===== src/rtl/shift_divider.sv =====
// shift_divider -- multi-cycle restoring divider, one quotient bit per cycle.
//
// Parameters
//   BITS          operand/result width (>= 2)
// Ports
//   in_clk        clock; all state updates on the rising edge
//   in_rst        synchronous active-high reset
//   in_start      start request, honoured only in Idle or Finished
//   in_signed     two's-complement mode select, latched with in_start
//   in_a, in_b    dividend / divisor, latched with in_start
//   out_quot      registered quotient
//   out_rem       registered remainder
//   out_busy      operation in progress (from the cycle after acceptance)
//   out_finished  result valid, held until the next accepted start
//   out_divzero   divisor was zero for the current result
//
// Configuration macro
//   SHIFT_DIVIDER_SIGNED_EN  defined: in_signed honoured (truncating signed
//                            division); undefined: unsigned only, no sign logic.
module shift_divider #(
  parameter int BITS = 8
) (
  input  logic            in_clk,
  input  logic            in_rst,
  input  logic            in_start,
  input  logic            in_signed,
  input  logic [BITS-1:0] in_a,
  input  logic [BITS-1:0] in_b,
  output logic [BITS-1:0] out_quot,
  output logic [BITS-1:0] out_rem,
  output logic            out_busy,
  output logic            out_finished,
  output logic            out_divzero
);

  localparam int CW = $clog2(BITS + 1);

  typedef enum logic [2:0] {
    S_IDLE,
    S_PREPARE,
    S_SHIFT,
    S_FIXUP,
    S_FINISHED
  } state_t;

  state_t          r_state;
  logic [BITS-1:0] r_a;
  logic [BITS-1:0] r_b;
  logic [BITS-1:0] r_q;     // dividend shifting out / quotient shifting in
  logic [BITS-1:0] r_bmag;
  logic [BITS-1:0] r_rem;
  logic [CW-1:0]   r_cnt;
  logic            r_dz;

  logic [BITS:0]   w_trial; // BITS+1-bit partial remainder after the shift
  logic            w_ge;
  logic [BITS-1:0] w_diff;
  logic [BITS-1:0] w_a_mag;
  logic [BITS-1:0] w_b_mag;
  logic [BITS-1:0] w_q_fix;
  logic [BITS-1:0] w_r_fix;

`ifdef SHIFT_DIVIDER_SIGNED_EN
  logic r_sgn;
  logic r_neg_q;
  logic r_neg_r;
  logic w_a_neg;
  logic w_b_neg;
`else
  logic w_unused_signed;
  assign w_unused_signed = in_signed;
`endif

  // Restoring step. The subtraction result is always below the divisor
  // magnitude, so the low BITS bits of the difference are exact.
  always_comb begin
    w_trial = {r_rem, r_q[BITS-1]};
    w_ge    = (w_trial >= {1'b0, r_bmag});
    w_diff  = w_trial[BITS-1:0] - r_bmag;
  end

  always_comb begin
`ifdef SHIFT_DIVIDER_SIGNED_EN
    w_a_neg = r_sgn & r_a[BITS-1];
    w_b_neg = r_sgn & r_b[BITS-1];
    w_a_mag = w_a_neg ? (~r_a + 1'b1) : r_a;
    w_b_mag = w_b_neg ? (~r_b + 1'b1) : r_b;
    w_q_fix = r_neg_q ? (~r_q + 1'b1) : r_q;
    w_r_fix = r_neg_r ? (~r_rem + 1'b1) : r_rem;
`else
    w_a_mag = r_a;
    w_b_mag = r_b;
    w_q_fix = r_q;
    w_r_fix = r_rem;
`endif
  end

  always_ff @(posedge in_clk) begin
    if (in_rst) begin
      r_state      <= S_IDLE;
      r_a          <= '0;
      r_b          <= '0;
      r_q          <= '0;
      r_bmag       <= '0;
      r_rem        <= '0;
      r_cnt        <= '0;
      r_dz         <= 1'b0;
      out_quot     <= '0;
      out_rem      <= '0;
      out_busy     <= 1'b0;
      out_finished <= 1'b0;
      out_divzero  <= 1'b0;
`ifdef SHIFT_DIVIDER_SIGNED_EN
      r_sgn        <= 1'b0;
      r_neg_q      <= 1'b0;
      r_neg_r      <= 1'b0;
`endif
    end else begin
      case (r_state)
        S_IDLE, S_FINISHED: begin
          if (in_start) begin
            r_a          <= in_a;
            r_b          <= in_b;
`ifdef SHIFT_DIVIDER_SIGNED_EN
            r_sgn        <= in_signed;
`endif
            out_finished <= 1'b0;
            out_divzero  <= 1'b0;
            r_state      <= S_PREPARE;
          end
        end

        S_PREPARE: begin
          out_busy <= 1'b1;
          if (r_b == '0) begin
            // Divide-by-zero result is written here; the pass through Fixup
            // only supplies the one-cycle delay before out_finished rises.
            out_quot    <= '1;
            out_rem     <= r_a;
            out_divzero <= 1'b1;
            r_dz        <= 1'b1;
            r_state     <= S_FIXUP;
          end else begin
            r_q     <= w_a_mag;
            r_bmag  <= w_b_mag;
            r_rem   <= '0;
            r_cnt   <= '0;
            r_dz    <= 1'b0;
`ifdef SHIFT_DIVIDER_SIGNED_EN
            r_neg_q <= w_a_neg ^ w_b_neg;
            r_neg_r <= w_a_neg;
`endif
            r_state <= S_SHIFT;
          end
        end

        S_SHIFT: begin
          r_q   <= {r_q[BITS-2:0], w_ge};
          r_rem <= w_ge ? w_diff : w_trial[BITS-1:0];
          r_cnt <= r_cnt + 1'b1;
          if (r_cnt == CW'(BITS - 1)) begin
            r_state <= S_FIXUP;
          end
        end

        S_FIXUP: begin
          if (!r_dz) begin
            out_quot <= w_q_fix;
            out_rem  <= w_r_fix;
          end
          out_finished <= 1'b1;
          out_busy     <= 1'b0;
          r_state      <= S_FINISHED;
        end

        default: r_state <= S_IDLE;
      endcase
    end
  end

endmodule


===== config.mk =====
export PLATFORM = sky130hd
export DESIGN_NAME = shift_divider
export DESIGN_NICKNAME = d
export VERILOG_FILES = /design/src/rtl/shift_divider.sv
export SDC_FILE = /design/constraint.sdc
export NUM_CORES = 1
export LEC_CHECK = 0
export ABC_AREA = 0
export BUFFER_PORTS_ARGS = -buffer_cell sky130_fd_sc_hd__buf_2
export CAP_MARGIN = 0
export CORE_ASPECT_RATIO = 0.9
export CORE_MARGIN = 2
export CORE_UTILIZATION = 29
export DETAILED_ROUTE_END_ITERATION = 10
export SKIP_LAST_GASP = 1
export SLEW_MARGIN = 10
export SYNTH_ARGS = -nofsm -noshare
export SYNTH_HDL_FRONTEND = slang
export SYNTH_SLANG_ARGS = --single-unit

===== constraint.sdc =====
create_clock -name in_clk -period 5.5 [get_ports in_clk]
set_input_delay 1.1 -clock in_clk [delete_from_list [all_inputs] [get_ports in_clk]]
set_output_delay 1.1 -clock in_clk [all_outputs]
set_load 0.02 [all_outputs]

==> metrics.cfg, run 1 <==
[cells_and_area]
final_common_cell=nand2_1
n_antenna_cell=0
final_cell_mix=nand2_1, dfxtp_1, nor2_1
fin_cells=539
nets=431
area_growth_syn_to_layout_pct=19.12
drive_above_1_share_pct=17.98
final_util_pct=35.06
final_area_um2=3742

[placed_design]
dp_slack_ns=2.703
io_buffer_count=37
dp_hpwl_um=4967
gp_congestion=0.8313
place_inst=523
dpl_cell_area_um2=3391

[hold_path]
min_path_type=reg2reg

[sta]
period_share_pct=51.19
relSlewSlack_pct=21.86
rsz0062_at_grt=no
finalHoldViolCount=0
setup_violations=0
fmax_mhz=355.2
tightestPinTransition_ns=1.169
finalSetupTns_ns=0
finClkSkew_ns=0.004302
fin_ws_ns=2.684
hold_slack_ns=0.4516
slew_violations=0
fin_crit_ns=2.816

[setup_path]
crit_chain=nand3b_1, o22ai_4, nor2_1, a211oi_2
cp-start-kind=flip-flop
crit_arrival_ns=3.06
worstPathMaxFanout=32
required_ns=5.75
startpoint=r_state[1]
rrSetupSlack_ns=2.68
critPathKind=reg2reg
rr_worst_depth=4
r2r-start=r_state[1]
critPathCaptureType=flip-flop
cp_slowest_cell=o22ai_4
rr_endpoint=out_rem[5]
slowest_delay_ns=1.00
crit_path_end=out_rem[5]

[synthesis]
syn_nets=404
synth_top_area_share_pct=42.69
synth_edf_count=0
ys_seq_area_share_pct=42.69
synthCells=374
async_flop_share_pct=0
synth.distinct_cells=51
synth_seq_cells=67
synthFlopType=dfxtp_1
synth.area.top_cells=dfxtp_1, nand2_1, nor2_1
ys_warn_count=0
yosys.area.top_type=dfxtp_1
synth_area_um2=3142
syn_avg_cell_area_um2=8.400

[routing]
met2_wirelength_um=2877
finalWirelength_um=6938
drtIter0Drc=177
routed_via_density=4.839
post_drt_wl_per_cell_um=12.87
drtAntennaViolNets=0
met1_length_um=3559
drc=0
num_vias=2608
top_layer=met4
first_pass_iters=4
dr_wl_met3_um=389

[clock_tree]
h-tree-depth=3
clkTransAtPathRegs_ns=0.06
cts_sinks=67
cts.repair.resized=0
clk_path_buf_depth=2
cts_buffers=9
cts-root-buf=clkbuf_16
clk_latency_ns=0.33
postCtsHoldBufs=0
post-cts-setup-buffer-count=0
tritoncts=built

[power_and_ir_drop]
design_power_total_mw=2.197
leakage_nw=1.523
ir_worst_vdd_v=0.0002583
powerDensity_nw_per_um2=587.2

[floorplan]
start_util_pct=29.43
io-pin-count=39
die_w_um=113.7
rows=36
die_area_um2=11680
die_y_um=102.7
coreArea_um2=10680

[status]
status=finished clean

[global_routing]
grt_pass1_vias=2415
globalRouteOverflowTotal=0
track_usage_pct=12.62
grt_max_degree=42
grt_antenna_before_repair=0
grt_pass1_wl_um=11670

[flow_run]
cap_violations=0

## power by group
part | internal, mW | switching (mW)
combinational | 0.299 | 0.507
clock | 0.455 | 0.210
sequential | 0.619 | 0.107
total | 1.37 | 0.825
## flip-flops by register name (all words and copies together), names as in the netlist
name and flops:
out_busy 1, out_divzero 1, out_finished 1, out_quot 8, out_rem 8, r_a 8
r_b 8, r_bmag 8, r_cnt 4, r_dz 1, r_q 8, r_rem 8
r_state 3
## per-layer routing
metal	up-vias	track usage (%)
li1	1353	-
met1	1181	17.98
met2	64	18.19
met3	10	3.645
met4	0	4.503
met5	-	0
## worst max-delay path, delay by kind of cell (launching register included)
family          cells  cell delay (ns)
flops               1             0.50
simple gates        2             0.98
compound gates      2             1.23
## worst min path at each step
| stage | start | to | slack (ns) | depth (start not counted) |
|---|---|---|---|---|
| 2_1_floorplan | r_bmag[3] | r_bmag[3] | 0.44 | 2 |
| 3_5_place_dp | r_bmag[6] | r_bmag[6] | 0.45 | 2 |
| 5_1_grt | r_bmag[4] | r_bmag[4] | 0.47 | 2 |
| 3_3_place_gp | r_bmag[3] | r_bmag[3] | 0.45 | 2 |
| 6_report | r_bmag[3] | r_bmag[3] | 0.45 | 2 |
| 4_1_cts | r_bmag[3] | r_bmag[3] | 0.46 | 2 |
## cells by family (layout without fill, tap and decap cells)
group / count (synthesis) / in the layout / synth area share [%]
compound gates: 87 / 87 / 19.83
xor+xnor: 6 / 6 / 1.673
fa+ha+maj: 10 / 10 / 4.222
buf+inv: 33 / 65 / 4.819
flops: 67 / 67 / 42.69
mux: 12 / 12 / 3.823
simple gates: 159 / 159 / 22.94
## synthesized netlist by cell type (3+ instances only)
| cell | number |
|---|---|
| a311oi_1 | 5 |
| dfxtp_1 | 67 |
| clkbuf_1 | 10 |
| a21o_1 | 3 |
| nor2_1 | 53 |
| ha_1 | 9 |
| nor3_1 | 7 |
| a211oi_1 | 14 |
| a311oi_2 | 3 |
| nand3_1 | 4 |
| o21ai_0 | 8 |
| mux2i_1 | 12 |
| inv_1 | 11 |
| a211oi_2 | 4 |
| nand2b_1 | 6 |
| a21oi_1 | 35 |
| nand2_1 | 72 |
| xor2_1 | 4 |
| buf_4 | 3 |
| buf_2 | 7 |
## cell type report
type	count	area (µm²)
Clock buffer	10	239.0
Clock inverter	6	112.6
Fill cell	1109	6933
Inverter	11	41.29
Multi-Input combinational cell	274	1649
Sequential cell	67	1341
Tap cell	133	166.4
Timing Repair Buffer	38	192.7
No activity file was read; power rests on OpenSTA's default activity.
==> run 2, diff against run 1 <==
Clock period 5.5 ns to 2.3 ns, I/O delays scaled along.
==> run 2 against run 1 <==
Against the previous run: final cell count rose by 1.1%; clock skew up 0.0025 ns; global-route usage rose by 0.32 points; non-clock buffer count rose by 6; combinational power grew 150%; sequential power is 140% higher; clock power rose by 110%; largest power group unchanged; register-to-register slack lost 2.4 ns.
==> metrics.cfg, run 2 (synthesis results as in run 1) <==
[status]
status=finished clean  ; unchanged

[routing]
post_drt_wl_per_cell_um=12.97  ; was 12.87 µm
num_vias=2582  ; was 2608
finalWirelength_um=7069  ; was 6938 µm
routed_via_density=4.738  ; was 4.839
drtIter0Drc=185  ; was 177
drc=0  ; unchanged
first_pass_iters=6  ; was 4
drtAntennaViolNets=0  ; unchanged

[clock_tree]
clk_path_buf_depth=2  ; unchanged
cts_buffers=9  ; unchanged
cts_sinks=67  ; unchanged
h-tree-depth=3  ; unchanged
postCtsHoldBufs=0  ; unchanged
tritoncts=built  ; unchanged
clk_latency_ns=0.34  ; was 0.33 ns
post-cts-setup-buffer-count=0  ; unchanged
cts-root-buf=clkbuf_16  ; unchanged
clkTransAtPathRegs_ns=0.05  ; was 0.06 ns

[sta]
period_share_pct=89.22  ; was 51.19%
finalSetupTns_ns=0  ; unchanged
rsz0062_at_grt=no  ; unchanged
setup_violations=0  ; unchanged
hold_slack_ns=0.3623  ; was 0.4516 ns
fin_crit_ns=2.052  ; was 2.816 ns
slew_violations=0  ; unchanged
finalHoldViolCount=0  ; unchanged
fmax_mhz=487.3  ; was 355.2 MHz
tightestPinTransition_ns=0.6808  ; was 1.169 ns
finClkSkew_ns=0.006809  ; was 0.004302 ns
relSlewSlack_pct=54.50  ; was 21.86%

[global_routing]
track_usage_pct=12.94  ; was 12.62%
grt_max_degree=33  ; was 42
grt_pass1_wl_um=11860  ; was 11670 µm
grt_antenna_before_repair=0  ; unchanged
globalRouteOverflowTotal=0  ; unchanged
grt_pass1_vias=2488  ; was 2415

[cells_and_area]
area_growth_syn_to_layout_pct=19.24  ; was 19.12%
final_cell_mix=nand2_1, dfxtp_1, nor2_1  ; unchanged
final_common_cell=nand2_1  ; unchanged
nets=437  ; was 431
final_util_pct=35.09  ; was 35.06%
drive_above_1_share_pct=19.42  ; was 17.98%
fin_cells=545  ; was 539
n_antenna_cell=0  ; unchanged

[flow_run]
cap_violations=0  ; unchanged

[placed_design]
gp_congestion=0.8370  ; was 0.8313
dp_hpwl_um=5112  ; was 4967 µm
place_inst=529  ; was 523
io_buffer_count=37  ; unchanged

[power_and_ir_drop]
ir_worst_vdd_v=0.0005790  ; was 0.0002583 V
clkPwrFrac_pct=27.2  ; was 30.3%
p_comb_share_pct=38.8  ; was 36.7%
p_switching_mw=1.999  ; was 0.8246 mW
swShare_pct=39.23  ; was 37.53%
leakage_nw=1.530  ; was 1.523 nW
internal-power_mw=3.097  ; was 1.373 mW
seqPwrFrac_pct=34.0  ; was 33.0%
powerDensity_nw_per_um2=1360  ; was 587.2 nW/µm²

[setup_path]
cp-start-kind=flip-flop  ; unchanged
critPathKind=reg2reg  ; unchanged
crit_arrival_ns=2.27  ; was 3.06 ns
worstPathMaxFanout=10  ; was 32
critPathCaptureType=flip-flop  ; unchanged
required_ns=2.52  ; was 5.75 ns

[floorplan]
start_util_pct=29.43  ; unchanged
die_y_um=102.7  ; unchanged
io-pin-count=39  ; unchanged
die_area_um2=11680  ; unchanged
coreArea_um2=10680  ; unchanged
rows=36  ; unchanged
die_w_um=113.7  ; unchanged

[hold_path]
min_path_type=in2reg  ; was reg2reg

[run 2: path summary, 6_finish.rpt]
check | from | to | slack [ns] | depth (start not counted)
setup reg to reg | r_rem[4] | r_rem[4] | 0.25 | 6
hold reg to reg | r_bmag[4] | r_bmag[4] | 0.46 | 2
hold / removal | in_b[5] | r_b[5] | 0.36 | 3
setup / recovery | r_rem[4] | r_rem[4] | 0.25 | 6
[run 2: critical path: stages (launching register included)]
cell	delay [ns]
dfxtp_1	0.37
ha_1	0.41
and3_1	0.23
nand3_1	0.12
o21ai_2	0.45
mux2i_1	0.26
o21ai_0	0.09
[run 2: metal layers]
layer	up-vias	wire length [µm]	global-route usage (%)
li1	1365	-	-
met1	1147	3725	17.71
met2	58	2868	19.48
met3	12	349	3.351
met4	0	127	5.441
met5	-	0	0
[run 2: timing repair]
item,4_1_cts,5_1_grt
hold endpoints to repair,0,0
gates resized for setup,0,1
setup endpoints to repair,0,5
[run 2: cell type report]
cell class | count | area, µm²
clock buffer | 10 | 239.0
tap | 133 | 166.4
timing repair buffer | 44 | 237.7
fill | 1126 | 6929
multi-input combinational | 274 | 1655
sequential | 67 | 1341
inverter | 11 | 41.29
clock inverter | 6 | 65.06
[run 2: power groups by stage]
| stage | clock network [mW] | registers (mW) | logic (mW) |
|---|---|---|---|
| floorplan | 0 | 1.84 | 1.44 |
| global placement | 0 | 1.74 | 1.95 |
| detailed placement | 0 | 1.76 | 1.97 |
| CTS | 1.41 | 1.73 | 1.98 |
| global route | 1.46 | 1.78 | 2.21 |
| finish | 1.39 | 1.73 | 1.98 |
[run 2: per-stage QoR]
step / total power, mW / area (µm²) / setup slack [ns]
after floorplan: 3.281 / 3142 / 0.4139
after global placement: 3.688 / 3436 / 0.2555
after detailed placement: 3.729 / 3436 / 0.2128
after CTS: 5.123 / 3740 / 0.1983
after global routing: 5.453 / 3746 / 0.05820
final: 5.096 / 3746 / 0.2480
